--- src/rtl/wbuf_alloc_ctrl_pkg.sv ---
// Shared types and sizing helpers for the write-buffer ID allocator.
package wbuf_alloc_ctrl_pkg;

    typedef struct packed {
        int WbufSize;
        int NumReq;
    } mpc_cfg_t;

    localparam mpc_cfg_t DefaultCfg = '{WbufSize: 16, NumReq: 4};

    // Entry-ID type shared with the write buffer at the default configuration.
    typedef logic [$clog2(DefaultCfg.WbufSize)-1:0] wbufWidth_t;

    function automatic int cnt_width(input int size);
        return $clog2(size + 1);
    endfunction

    // A single requester still needs a one-bit pointer field; it is held at zero.
    function automatic int ptr_width(input int num_req);
        return (num_req > 1) ? $clog2(num_req) : 1;
    endfunction

endpackage

--- src/rtl/wbuf_alloc_ctrl_if.sv ---
// Allocation request/grant and free-return handshake between requesters and the allocator.
interface wbuf_alloc_ctrl_if
    import wbuf_alloc_ctrl_pkg::*;
#(
    parameter int WbufSize  = DefaultCfg.WbufSize,
    parameter int NumReq    = DefaultCfg.NumReq,
    parameter int WbufWidth = $clog2(WbufSize)
) ();

    logic [NumReq-1:0]    req_valid;
    logic [NumReq-1:0]    req_ready;
    logic [WbufWidth-1:0] alloc_id;
    logic                 free_valid;
    logic [WbufWidth-1:0] free_id;

    modport master (
        output req_valid,
        output free_valid,
        output free_id,
        input  req_ready,
        input  alloc_id
    );

    modport slave (
        input  req_valid,
        input  free_valid,
        input  free_id,
        output req_ready,
        output alloc_id
    );

endinterface

--- src/rtl/wbuf_alloc_ctrl_chk.sv ---
// Runtime checks on allocator state: count matches map population, grant is one-hot-or-zero.
module wbuf_alloc_ctrl_chk #(
    parameter int WbufSize = 16,
    parameter int CntWidth = 5,
    parameter int NumReq   = 4
) (
    input logic                clk,
    input logic                rst,
    input logic [WbufSize-1:0] free_map,
    input logic [CntWidth-1:0] free_cnt,
    input logic [NumReq-1:0]   req_ready
);

    a_cnt_matches_map: assert property (@(posedge clk) disable iff (rst)
        free_cnt == CntWidth'($countones(free_map)));

    a_grant_onehot0: assert property (@(posedge clk) disable iff (rst)
        $onehot0(req_ready));

endmodule

--- src/rtl/wbuf_alloc_ctrl_rr_arb.sv ---
// Combinational round-robin arbiter: first requester at or above ptr, with wrap.
module wbuf_rr_arb
    import wbuf_alloc_ctrl_pkg::*;
#(
    parameter int NumReq   = 4,
    parameter int PtrWidth = ptr_width(NumReq)
) (
    input  logic [NumReq-1:0]   req,
    input  logic [PtrWidth-1:0] ptr,
    input  logic                en,
    output logic [NumReq-1:0]   gnt,
    output logic [PtrWidth-1:0] idx
);

    logic any_s;

    // Walk candidates from farthest to nearest so the nearest to ptr wins.
    always_comb begin
        idx   = '0;
        any_s = 1'b0;
        for (int k = NumReq - 1; k >= 0; k--) begin
            idx   = (en && req[(int'(ptr) + k) % NumReq]) ? PtrWidth'((int'(ptr) + k) % NumReq) : idx;
            any_s = any_s | (en & req[(int'(ptr) + k) % NumReq]);
        end
        gnt = any_s ? (NumReq'(1) << idx) : '0;
    end

endmodule

--- src/rtl/wbuf_alloc_ctrl.sv ---
// Free-list manager for write-buffer entry IDs: round-robin grant of the lowest free ID,
// reclaim on free-return, sticky double-free detection.
module wbuf_alloc_ctrl
    import wbuf_alloc_ctrl_pkg::*;
#(
    parameter int WbufSize  = DefaultCfg.WbufSize,
    parameter int NumReq    = DefaultCfg.NumReq,
    parameter int WbufWidth = $clog2(WbufSize),
    parameter int CntWidth  = cnt_width(WbufSize)
) (
    input  logic                clk,
    input  logic                rst,
    wbuf_alloc_ctrl_if.slave    bus,
    output logic [CntWidth-1:0] free_cnt,
    output logic                idle,
    output logic                err_double_free
);

    localparam int PtrWidth = ptr_width(NumReq);

    logic [WbufSize-1:0]  free_map_r;
    logic [CntWidth-1:0]  free_cnt_r;
    logic [PtrWidth-1:0]  rr_ptr_r;
    logic                 err_r;
    logic                 idle_r;

    logic [NumReq-1:0]    gnt_s;
    logic [PtrWidth-1:0]  gnt_idx_s;
    logic [WbufWidth-1:0] alloc_id_s;
    logic                 hs_s;
    logic                 legal_free_s;
    logic                 dbl_free_s;
    logic [WbufSize-1:0]  alloc_mask_s;
    logic [WbufSize-1:0]  free_mask_s;
    logic [WbufSize-1:0]  free_map_nxt_s;
    logic [CntWidth-1:0]  free_cnt_nxt_s;
    logic [PtrWidth-1:0]  rr_ptr_nxt_s;

    // Arbitration only sees registered state, so free inputs never reach req_ready.
    wbuf_rr_arb #(
        .NumReq   (NumReq),
        .PtrWidth (PtrWidth)
    ) u_arb (
        .req (bus.req_valid),
        .ptr (rr_ptr_r),
        .en  (|free_map_r),
        .gnt (gnt_s),
        .idx (gnt_idx_s)
    );

    // Lowest-index free ID, from the registered map.
    always_comb begin
        alloc_id_s = '0;
        for (int i = WbufSize - 1; i >= 0; i--) begin
            alloc_id_s = free_map_r[i] ? WbufWidth'(i) : alloc_id_s;
        end
    end

    // Next-state for map, count and pointer; a free of an already-free ID is ignored.
    always_comb begin
        hs_s           = |(gnt_s & bus.req_valid);
        legal_free_s   = bus.free_valid & ~free_map_r[bus.free_id];
        dbl_free_s     = bus.free_valid &  free_map_r[bus.free_id];
        alloc_mask_s   = hs_s ? (WbufSize'(1) << alloc_id_s) : '0;
        free_mask_s    = legal_free_s ? (WbufSize'(1) << bus.free_id) : '0;
        free_map_nxt_s = (free_map_r & ~alloc_mask_s) | free_mask_s;
        free_cnt_nxt_s = free_cnt_r - CntWidth'(hs_s) + CntWidth'(legal_free_s);
        rr_ptr_nxt_s   = hs_s ? PtrWidth'((int'(gnt_idx_s) + 1) % NumReq) : rr_ptr_r;
    end

    // State registers with synchronous reset returning every ID to the pool.
    always_ff @(posedge clk) begin
        if (rst) begin
            free_map_r <= '1;
            free_cnt_r <= CntWidth'(WbufSize);
            rr_ptr_r   <= '0;
            err_r      <= 1'b0;
            idle_r     <= 1'b1;
        end else begin
            free_map_r <= free_map_nxt_s;
            free_cnt_r <= free_cnt_nxt_s;
            rr_ptr_r   <= rr_ptr_nxt_s;
            err_r      <= err_r | dbl_free_s;
            idle_r     <= (free_cnt_nxt_s == CntWidth'(WbufSize));
        end
    end

    assign bus.req_ready    = gnt_s;
    assign bus.alloc_id     = alloc_id_s;
    assign free_cnt         = free_cnt_r;
    assign idle             = idle_r;
    assign err_double_free  = err_r;

    wbuf_alloc_ctrl_chk #(
        .WbufSize (WbufSize),
        .CntWidth (CntWidth),
        .NumReq   (NumReq)
    ) u_chk (
        .clk       (clk),
        .rst       (rst),
        .free_map  (free_map_r),
        .free_cnt  (free_cnt_r),
        .req_ready (gnt_s)
    );

endmodule

--- src/flat_wrapper.sv ---
// flat-port wrapper written by rule: the top's interface ports become plain ports
module wbuf_alloc_ctrl_flat import wbuf_alloc_ctrl_pkg::*;
#(
    parameter int WbufSize  = DefaultCfg.WbufSize,
    parameter int NumReq    = DefaultCfg.NumReq,
    parameter int WbufWidth = $clog2(WbufSize),
    parameter int CntWidth  = cnt_width(WbufSize)
)
  (clk, rst, free_cnt, idle, err_double_free, bus_req_valid, bus_free_valid, bus_free_id, bus_req_ready, bus_alloc_id);
  wbuf_alloc_ctrl_if #(.WbufSize(WbufSize), .NumReq(NumReq), .WbufWidth(WbufWidth)) bus_i ();
  input  logic clk;
  input  logic rst;
  output logic [CntWidth-1:0] free_cnt;
  output logic idle;
  output logic err_double_free;
  input wire logic [$bits(bus_i.req_valid)-1:0] bus_req_valid;
  input wire logic [$bits(bus_i.free_valid)-1:0] bus_free_valid;
  input wire logic [$bits(bus_i.free_id)-1:0] bus_free_id;
  output wire logic [$bits(bus_i.req_ready)-1:0] bus_req_ready;
  output wire logic [$bits(bus_i.alloc_id)-1:0] bus_alloc_id;
  assign bus_i.req_valid = bus_req_valid;
  assign bus_i.free_valid = bus_free_valid;
  assign bus_i.free_id = bus_free_id;
  assign bus_req_ready = bus_i.req_ready;
  assign bus_alloc_id = bus_i.alloc_id;
  wbuf_alloc_ctrl #(.WbufSize(WbufSize), .NumReq(NumReq), .WbufWidth(WbufWidth), .CntWidth(CntWidth)) u_core (.clk(clk), .rst(rst), .bus(bus_i), .free_cnt(free_cnt), .idle(idle), .err_double_free(err_double_free));
endmodule
--- config.mk ---
export PLATFORM = sky130hd
export DESIGN_NAME = wbuf_alloc_ctrl_flat
export DESIGN_NICKNAME = d
export VERILOG_FILES = /design/src/rtl/wbuf_alloc_ctrl_pkg.sv /design/src/rtl/wbuf_alloc_ctrl_if.sv /design/src/rtl/wbuf_alloc_ctrl_chk.sv /design/src/rtl/wbuf_alloc_ctrl_rr_arb.sv /design/src/rtl/wbuf_alloc_ctrl.sv /design/src/flat_wrapper.sv
export SDC_FILE = /design/constraint.sdc
export NUM_CORES = 1
export LEC_CHECK = 0
export ABC_AREA = 1
export BUFFER_PORTS_ARGS = -buffer_cell sky130_fd_sc_hd__buf_2
export CORE_MARGIN = 2
export CORE_UTILIZATION = 40
export DETAILED_ROUTE_END_ITERATION = 10
export GPL_TIMING_DRIVEN = 0
export PLACE_DENSITY = 0.63
export SYNTH_ARGS = -nofsm -noshare
export SYNTH_HDL_FRONTEND = slang
export SYNTH_SLANG_ARGS = --single-unit
--- constraint.sdc ---
create_clock -name clk -period 8.1 [get_ports clk]
set_clock_uncertainty 0.1 [all_clocks]
set_input_delay 1.62 -clock clk [delete_from_list [all_inputs] [get_ports clk]]
set_output_delay 1.62 -clock clk [all_outputs]
set_load 0.01 [all_outputs]
After elaboration in Yosys (flattened, before gate mapping)
Index checks and enable logic that the tools add are counted.
{"block": "op_classes", "addsub": 6, "magnitude_cmp": 5, "eq_ne": 1, "shift": 3, "n_mux": 36, "bitwise": 18, "n_reduce_logical": 9}
{"op": "2-to-1 mux 4 bit", "count": 17}
{"op": "2-to-1 mux 16 bit", "count": 2}
{"op": "left shift 1 x 4 -> 16 bit, first input constant", "count": 2}
{"op": "AND 16 bit", "count": 1}
{"op": "NOT 16 bit", "count": 1}
{"op": "OR 16 bit", "count": 1}
{"op": "OR reduction 16 bit", "count": 1}
{"op": "< comparator 3 x 4 -> 1 bit, second input constant", "count": 3}
{"op": "binary-select mux 1 bit (select 2 bit)", "count": 4}
{"op": "2-to-1 mux 1 bit", "count": 8}
{"op": "2-to-1 mux 2 bit", "count": 4}
{"op": "AND 1 bit", "count": 6}
{"op": "OR reduction 2 bit", "count": 3}
{"op": "adder 5 x 1 -> 5 bit", "count": 1}
{"op": "== test 5 bit, second input constant", "count": 1}
{"op": "< comparator 4 x 5 -> 1 bit, second input constant", "count": 1}
{"op": "subtractor 5 x 1 -> 5 bit", "count": 1}
{"op": "adder 2 x 1 -> 2 bit, second input constant", "count": 2}
{"op": "adder 2 bit, second input constant", "count": 2}
{"op": "AND 4 bit", "count": 1}
{"op": "binary-select mux 1 bit (select 4 bit)", "count": 1}
{"op": "logical AND 1 bit", "count": 4}
{"op": "OR 1 bit", "count": 4}
{"op": "OR reduction 4 bit", "count": 1}
{"op": "other kinds (4)", "count": 6}
{"block": "word_totals", "ff_bits": 25, "in_bits": 11, "out_inout_bits": 15, "word_cells": 83}

Longest topological paths before layout
{"block": "logic_depth", "ltp_word": 21, "depth_mapped": 24, "mapped_depth_nobuf": 24}

Modules after synthesis
Synthesis repeated with hierarchy kept, for this count alone.
{"block": "hier_totals", "cells_unflattened": 307, "area_unflattened_um2": 1961.9}
{"mod": "wbuf_alloc_ctrl", "n_inst": 1, "cells_each": 239, "area_per_inst_um2": 1660.3, "seq_area_each_um2": 500.5}
{"mod": "wbuf_rr_arb", "n_inst": 1, "cells_each": 68, "area_per_inst_um2": 301.5, "seq_area_each_um2": 0.0}

Worst setup path after synthesis
Ideal clock, no wire load.
{"block": "synth_path", "kind": "input to register", "start": "input port bus_req_valid[2]", "end": "register u_core.idle_r, in the netlist u_core.idle", "setup_ns": 0.138, "arrival_ns": 4.565, "required_time_ns": 7.862, "slack_ns": 3.296, "stages": 22, "n_path_buf": 0, "path_cell_list": "inv_1 > o21ai_0 > inv_1 > nand2_1 > o21ai_0 > nor2_1 > nor2_1 > a22oi_1 > inv_1 > ha_1 > nand3_1 > nand2_2 > nor2_4 > inv_2 > ha_1 > inv_1 > ha_1 > fa_1 > nand3_1 > nand2_1 > o21ai_0 > o21ai_0"}
{"block": "synth_between", "elab_chain_cells": 15, "word_cells_on_any_way": 33, "cone_classes": "add/sub (2); eq/ne (1); shift (1); mux (16); bitwise (8); reduce/logical (5)"}
{"element": "start: declaration", "line_no": "flat_wrapper.sv:16", "text": "input wire logic [$bits(bus_i.req_valid)-1:0] bus_req_valid;"}
{"element": "binary-select mux 1 bit (select 2 bit)", "line_no": "wbuf_alloc_ctrl_rr_arb.sv:22, wbuf_alloc_ctrl_rr_arb.sv:23"}
{"element": "2-to-1 mux 1 bit (implied by the code) (2 in series)", "line_no": "wbuf_alloc_ctrl_rr_arb.sv:22, wbuf_alloc_ctrl_rr_arb.sv:23"}
{"element": "logical AND 1 bit", "line_no": "wbuf_alloc_ctrl_rr_arb.sv:22", "text": "idx = (en && req[(int'(ptr) + k) % NumReq]) ? PtrWidth'((int'(ptr) + k) % NumReq) : idx;"}
{"element": "2-to-1 mux 2 bit (4 in series)", "line_no": "wbuf_alloc_ctrl_rr_arb.sv:22"}
{"element": "left shift 1 x 2 -> 4 bit", "line_no": "wbuf_alloc_ctrl_rr_arb.sv:25", "text": "gnt = any_s ? (NumReq'(1) << idx) : '0;"}
{"element": "2-to-1 mux 4 bit", "line_no": "wbuf_alloc_ctrl_rr_arb.sv:25"}
{"element": "AND 4 bit *", "line_no": "wbuf_alloc_ctrl.sv:61", "text": "hs_s = |(gnt_s & bus.req_valid);"}
{"element": "OR reduction 4 bit *", "line_no": "wbuf_alloc_ctrl.sv:61"}
{"element": "via u_core.hs_s", "line_no": "wbuf_alloc_ctrl.sv:30", "text": "logic hs_s;"}
{"element": "subtractor 5 x 1 -> 5 bit *", "line_no": "wbuf_alloc_ctrl.sv:67", "text": "free_cnt_nxt_s = free_cnt_r - CntWidth'(hs_s) + CntWidth'(legal_free_s);"}
{"element": "adder 5 x 1 -> 5 bit *", "line_no": "wbuf_alloc_ctrl.sv:67"}
{"element": "== test 5 bit *", "line_no": "wbuf_alloc_ctrl.sv:84", "text": "idle_r <= (free_cnt_nxt_s == CntWidth'(WbufSize));"}
{"element": "end signal: assignment", "line_no": "wbuf_alloc_ctrl.sv:84"}
{"element": "end: declaration", "line_no": "wbuf_alloc_ctrl.sv:25", "text": "logic idle_r;"}
The timed path passes the listed nets; every way through them passes the cells marked *. The select of a mux whose other input is x is not followed.
A chain may end at the register's enable or synchronous reset.

Worst setup path in the final report
{"block": "layout_path", "start": "input port bus_req_valid[2]", "end": "output port bus_req_ready[3]"}
{"block": "layout_between", "elab_chain_cells": 10, "word_cells_on_any_way": 28, "cone_classes": "shift (1); mux (16); bitwise (7); reduce/logical (4)"}
{"element": "binary-select mux 1 bit (select 2 bit)", "line_no": "wbuf_alloc_ctrl_rr_arb.sv:22, wbuf_alloc_ctrl_rr_arb.sv:23"}
{"element": "2-to-1 mux 1 bit (implied by the code) (2 in series)", "line_no": "wbuf_alloc_ctrl_rr_arb.sv:22, wbuf_alloc_ctrl_rr_arb.sv:23"}
{"element": "logical AND 1 bit", "line_no": "wbuf_alloc_ctrl_rr_arb.sv:22"}
{"element": "2-to-1 mux 2 bit (4 in series)", "line_no": "wbuf_alloc_ctrl_rr_arb.sv:22"}
{"element": "left shift 1 x 2 -> 4 bit", "line_no": "wbuf_alloc_ctrl_rr_arb.sv:25"}
{"element": "2-to-1 mux 4 bit *", "line_no": "wbuf_alloc_ctrl_rr_arb.sv:25"}
{"element": "end: declaration", "line_no": "flat_wrapper.sv:19", "text": "output wire logic [$bits(bus_i.req_ready)-1:0] bus_req_ready;"}
Every way passes the cells marked *; elsewhere a longest branch is shown, timed or not. The select of a mux whose other input is x is not followed.

==> results.py <==
metrics = {
    "sta": {
        "worst_pin_slew_ps": 619.0,
        "period_share": 0.6254,
        "finalHoldViolations": 0,
        "slew_headroom": 0.5873,
        "fin_tns_setup_ps": 0,
        "max_freq_mhz": 197.4,
        "rsz0062_at_grt": "false",
        "slew_violations": 0,
        "period_needed_ps": 5066,
        "setup_viol": 0,
    },
    "final_layout": {
        "layout.nets": 340,
        "drive_above_1_share": 0.1887,
        "n_antenna_cell": 0,
        "synthToLayoutAreaGrowth_pct": 13.07,
        "fin_cells": 385,
        "postLayoutCoreUtil": 0.4676,
        "fin_area_sq_um": 2208,
    },
    "place": {
        "place.port_buffers": 25,
        "dp.cells": 381,
        "placed_area_sq_um": 2162,
        "post-dp-hpwl_mm": 3.648,
        "gp_congestion": 0.9312,
    },
    "flow_run": {
        "maxCapViolCount": 0,
    },
    "floorplan": {
        "start_util": 0.4135,
        "die_w_microns": 73.88,
        "core_sq_um": 4723,
        "num_rows": 25,
        "die_area_sq_um": 5458,
        "io_pins": 26,
        "die_y_microns": 73.88,
    },
    "drt": {
        "drt-wirelength-per-cell_microns": 11.70,
        "ant_nets": 0,
        "drcViolationCount": 0,
        "firstDrtPassIters": 4,
        "dr_total_vias": 1919,
        "routed_via_density": 4.984,
        "drtIter0Drc": 88,
        "routed_wl_mm": 4.505,
    },
    "logic_synthesis": {
        "synth_common_cells": "nand2_1, inv_1, dfxtp_1, nor2_1, nand3_1",
        "syn_inst": 289,
        "yosys-top-cells-area": "dfxtp_1, nand2_1, inv_1",
        "ys_warn_count": 0,
        "synth_ff_type": "dfxtp_1",
        "synth_top_area_cell": "dfxtp_1",
        "synthDominantCellAreaShare": 0.2562,
        "async_flop_share": 0,
        "synthesis.area_sq_um": 1953,
        "synth_edf_count": 0,
        "synth_cell_type_count": 38,
        "syn-num-nets": 310,
        "postSynthAreaPerCell_sq_um": 6.758,
        "synth_seq_area_share": 0.2562,
        "ys_ff_latch": 25,
        "synth_most_common_cell": "nand2_1",
    },
    "cts": {
        "path_clk_slew_ps": 90,
        "cts_setup_buffers": 0,
        "htree_levels": 1,
        "cts-buffers-inserted": 3,
        "clkLatencyLatePin_ps": 280,
        "clock_sinks": 25,
        "cts_tree": "built",
        "clockBufferDepth": 2,
        "cts_hold_buffers": 0,
        "clock_tree.root_cell": "clkbuf_8",
        "ctsResizeCount": 0,
    },
    "run_status": {
        "status": "complete, no violations",
    },
    "global_route": {
        "grt_overflow": 0,
        "grt_max_degree": 15,
        "grt_pass1_wl_mm": 7.348,
        "grt.total_usage": 0.1727,
        "antenna_found_initial": 0,
        "grt_pass1_vias": 1654,
    },
    "worst_hold_path": {
        "hold_path.class": "reg2reg",
    },
    "critical_path": {
        "cp-end-kind": "output pin",
        "startpoint_type": "primary input",
        "worst_ep_arrival_time_ps": 3350,
        "required_ps": 6380,
        "path_class": "in2out",
        "cp_max_fo": 3,
    },
    "pwr": {
        "p_leak_nw": 1.105,
        "power_density_nw_per_um2": 317.8,
        "vdd_drop_max_v": 0.0002021,
    },
}
## stage by stage
step	setup slack, ps	hold WS (ps)	power (mW)
CTS	2994	367.4	0.7084
floorplan	3296	318.8	0.5250
global placement	2835	345.3	0.6211
finish	3034	361.4	0.7017
detailed placement	2782	350.8	0.6291
global route	2735	393.1	0.7790
## power by group
part	switching [mW]	internal [mW]
logic	0.292	0.176
clock network	0.0425	0.0346
registers	0.0120	0.145
## sequential cells by signal, indices dropped and copies added, names as in the netlist
| register | count |
|---|---|
| u_core.rr_ptr_r | 2 |
| u_core.free_map_r | 16 |
| u_core.free_cnt | 5 |
| u_core.err_double_free | 1 |
| u_core.idle | 1 |
## path summary, 6_finish.rpt
kind / from / to / slack [ps] / depth (start not counted)
worst max-delay path: bus_req_valid[2] / bus_req_ready[3] / 3030 / 14
worst min-delay path: u_core.free_map_r[8] / u_core.free_map_r[8] / 360 / 2
worst max register to register: u_core.rr_ptr_r[0] / u_core.idle / 4040 / 23
worst min register to register: u_core.free_map_r[8] / u_core.free_map_r[8] / 360 / 2
## cell usage in the layout (no fill, tap or decap), types with 2 or more instances in the layout
| master | n |
|---|---|
| clkbuf_8 | 4 |
| clkbuf_1 | 3 |
| nand3_1 | 22 |
| xnor2_1 | 3 |
| nand2_1 | 52 |
| nand4_1 | 18 |
| inv_2 | 6 |
| nand3_4 | 2 |
| a21oi_1 | 17 |
| o22ai_1 | 7 |
| inv_4 | 2 |
| o21ai_1 | 12 |
| nor2_1 | 23 |
| nor2_4 | 5 |
| buf_6 | 2 |
| nand2_2 | 3 |
| o21ai_2 | 2 |
| inv_1 | 46 |
| o21bai_1 | 4 |
| o21ai_0 | 9 |
| dfxtp_1 | 25 |
| ha_1 | 9 |
| buf_2 | 25 |
## critical path: stages
cell and delay (ps):
buf_2 90, inv_1 50, o21ai_0 260, inv_1 90, nand2_1 60, o21ai_0 100, nor2_1 210, nor2_1 80
a22oi_1 260, inv_1 100, ha_1 210, nand2_1 70, inv_1 30, buf_2 120
## cells by family after synthesis
kind of cell	Yosys count	synth area share
buffers and inverters	61	0.1345
adders and majority gates	10	0.06791
DFF	25	0.2562
and+or+nand+nor	131	0.3466
AOI/OAI and AO/OA	58	0.1730
xor gates and xnor gates	4	0.02179
## area by class of cell
type                    count  area (sq um)
fillers                   497          2515
multi-input cells         203          1190
flip-flops and latches     25         500.5
inverters                  54         207.7
repair buffers             25         125.1
well taps                  67         83.83
plain buffers               7         55.05
clock buffers               3         41.29
clock inverters             1         5.005
## per-layer routing
layer  global-route usage  up-vias  part of all wire
li1                     -     1015                 -
met1               0.2461      824              0.48
met2               0.2659       73              0.43
met3              0.01783        7             0.067
met4              0.06667        0             0.018
met5                    0        -                 0
Power figures use the tool's default switching activity.
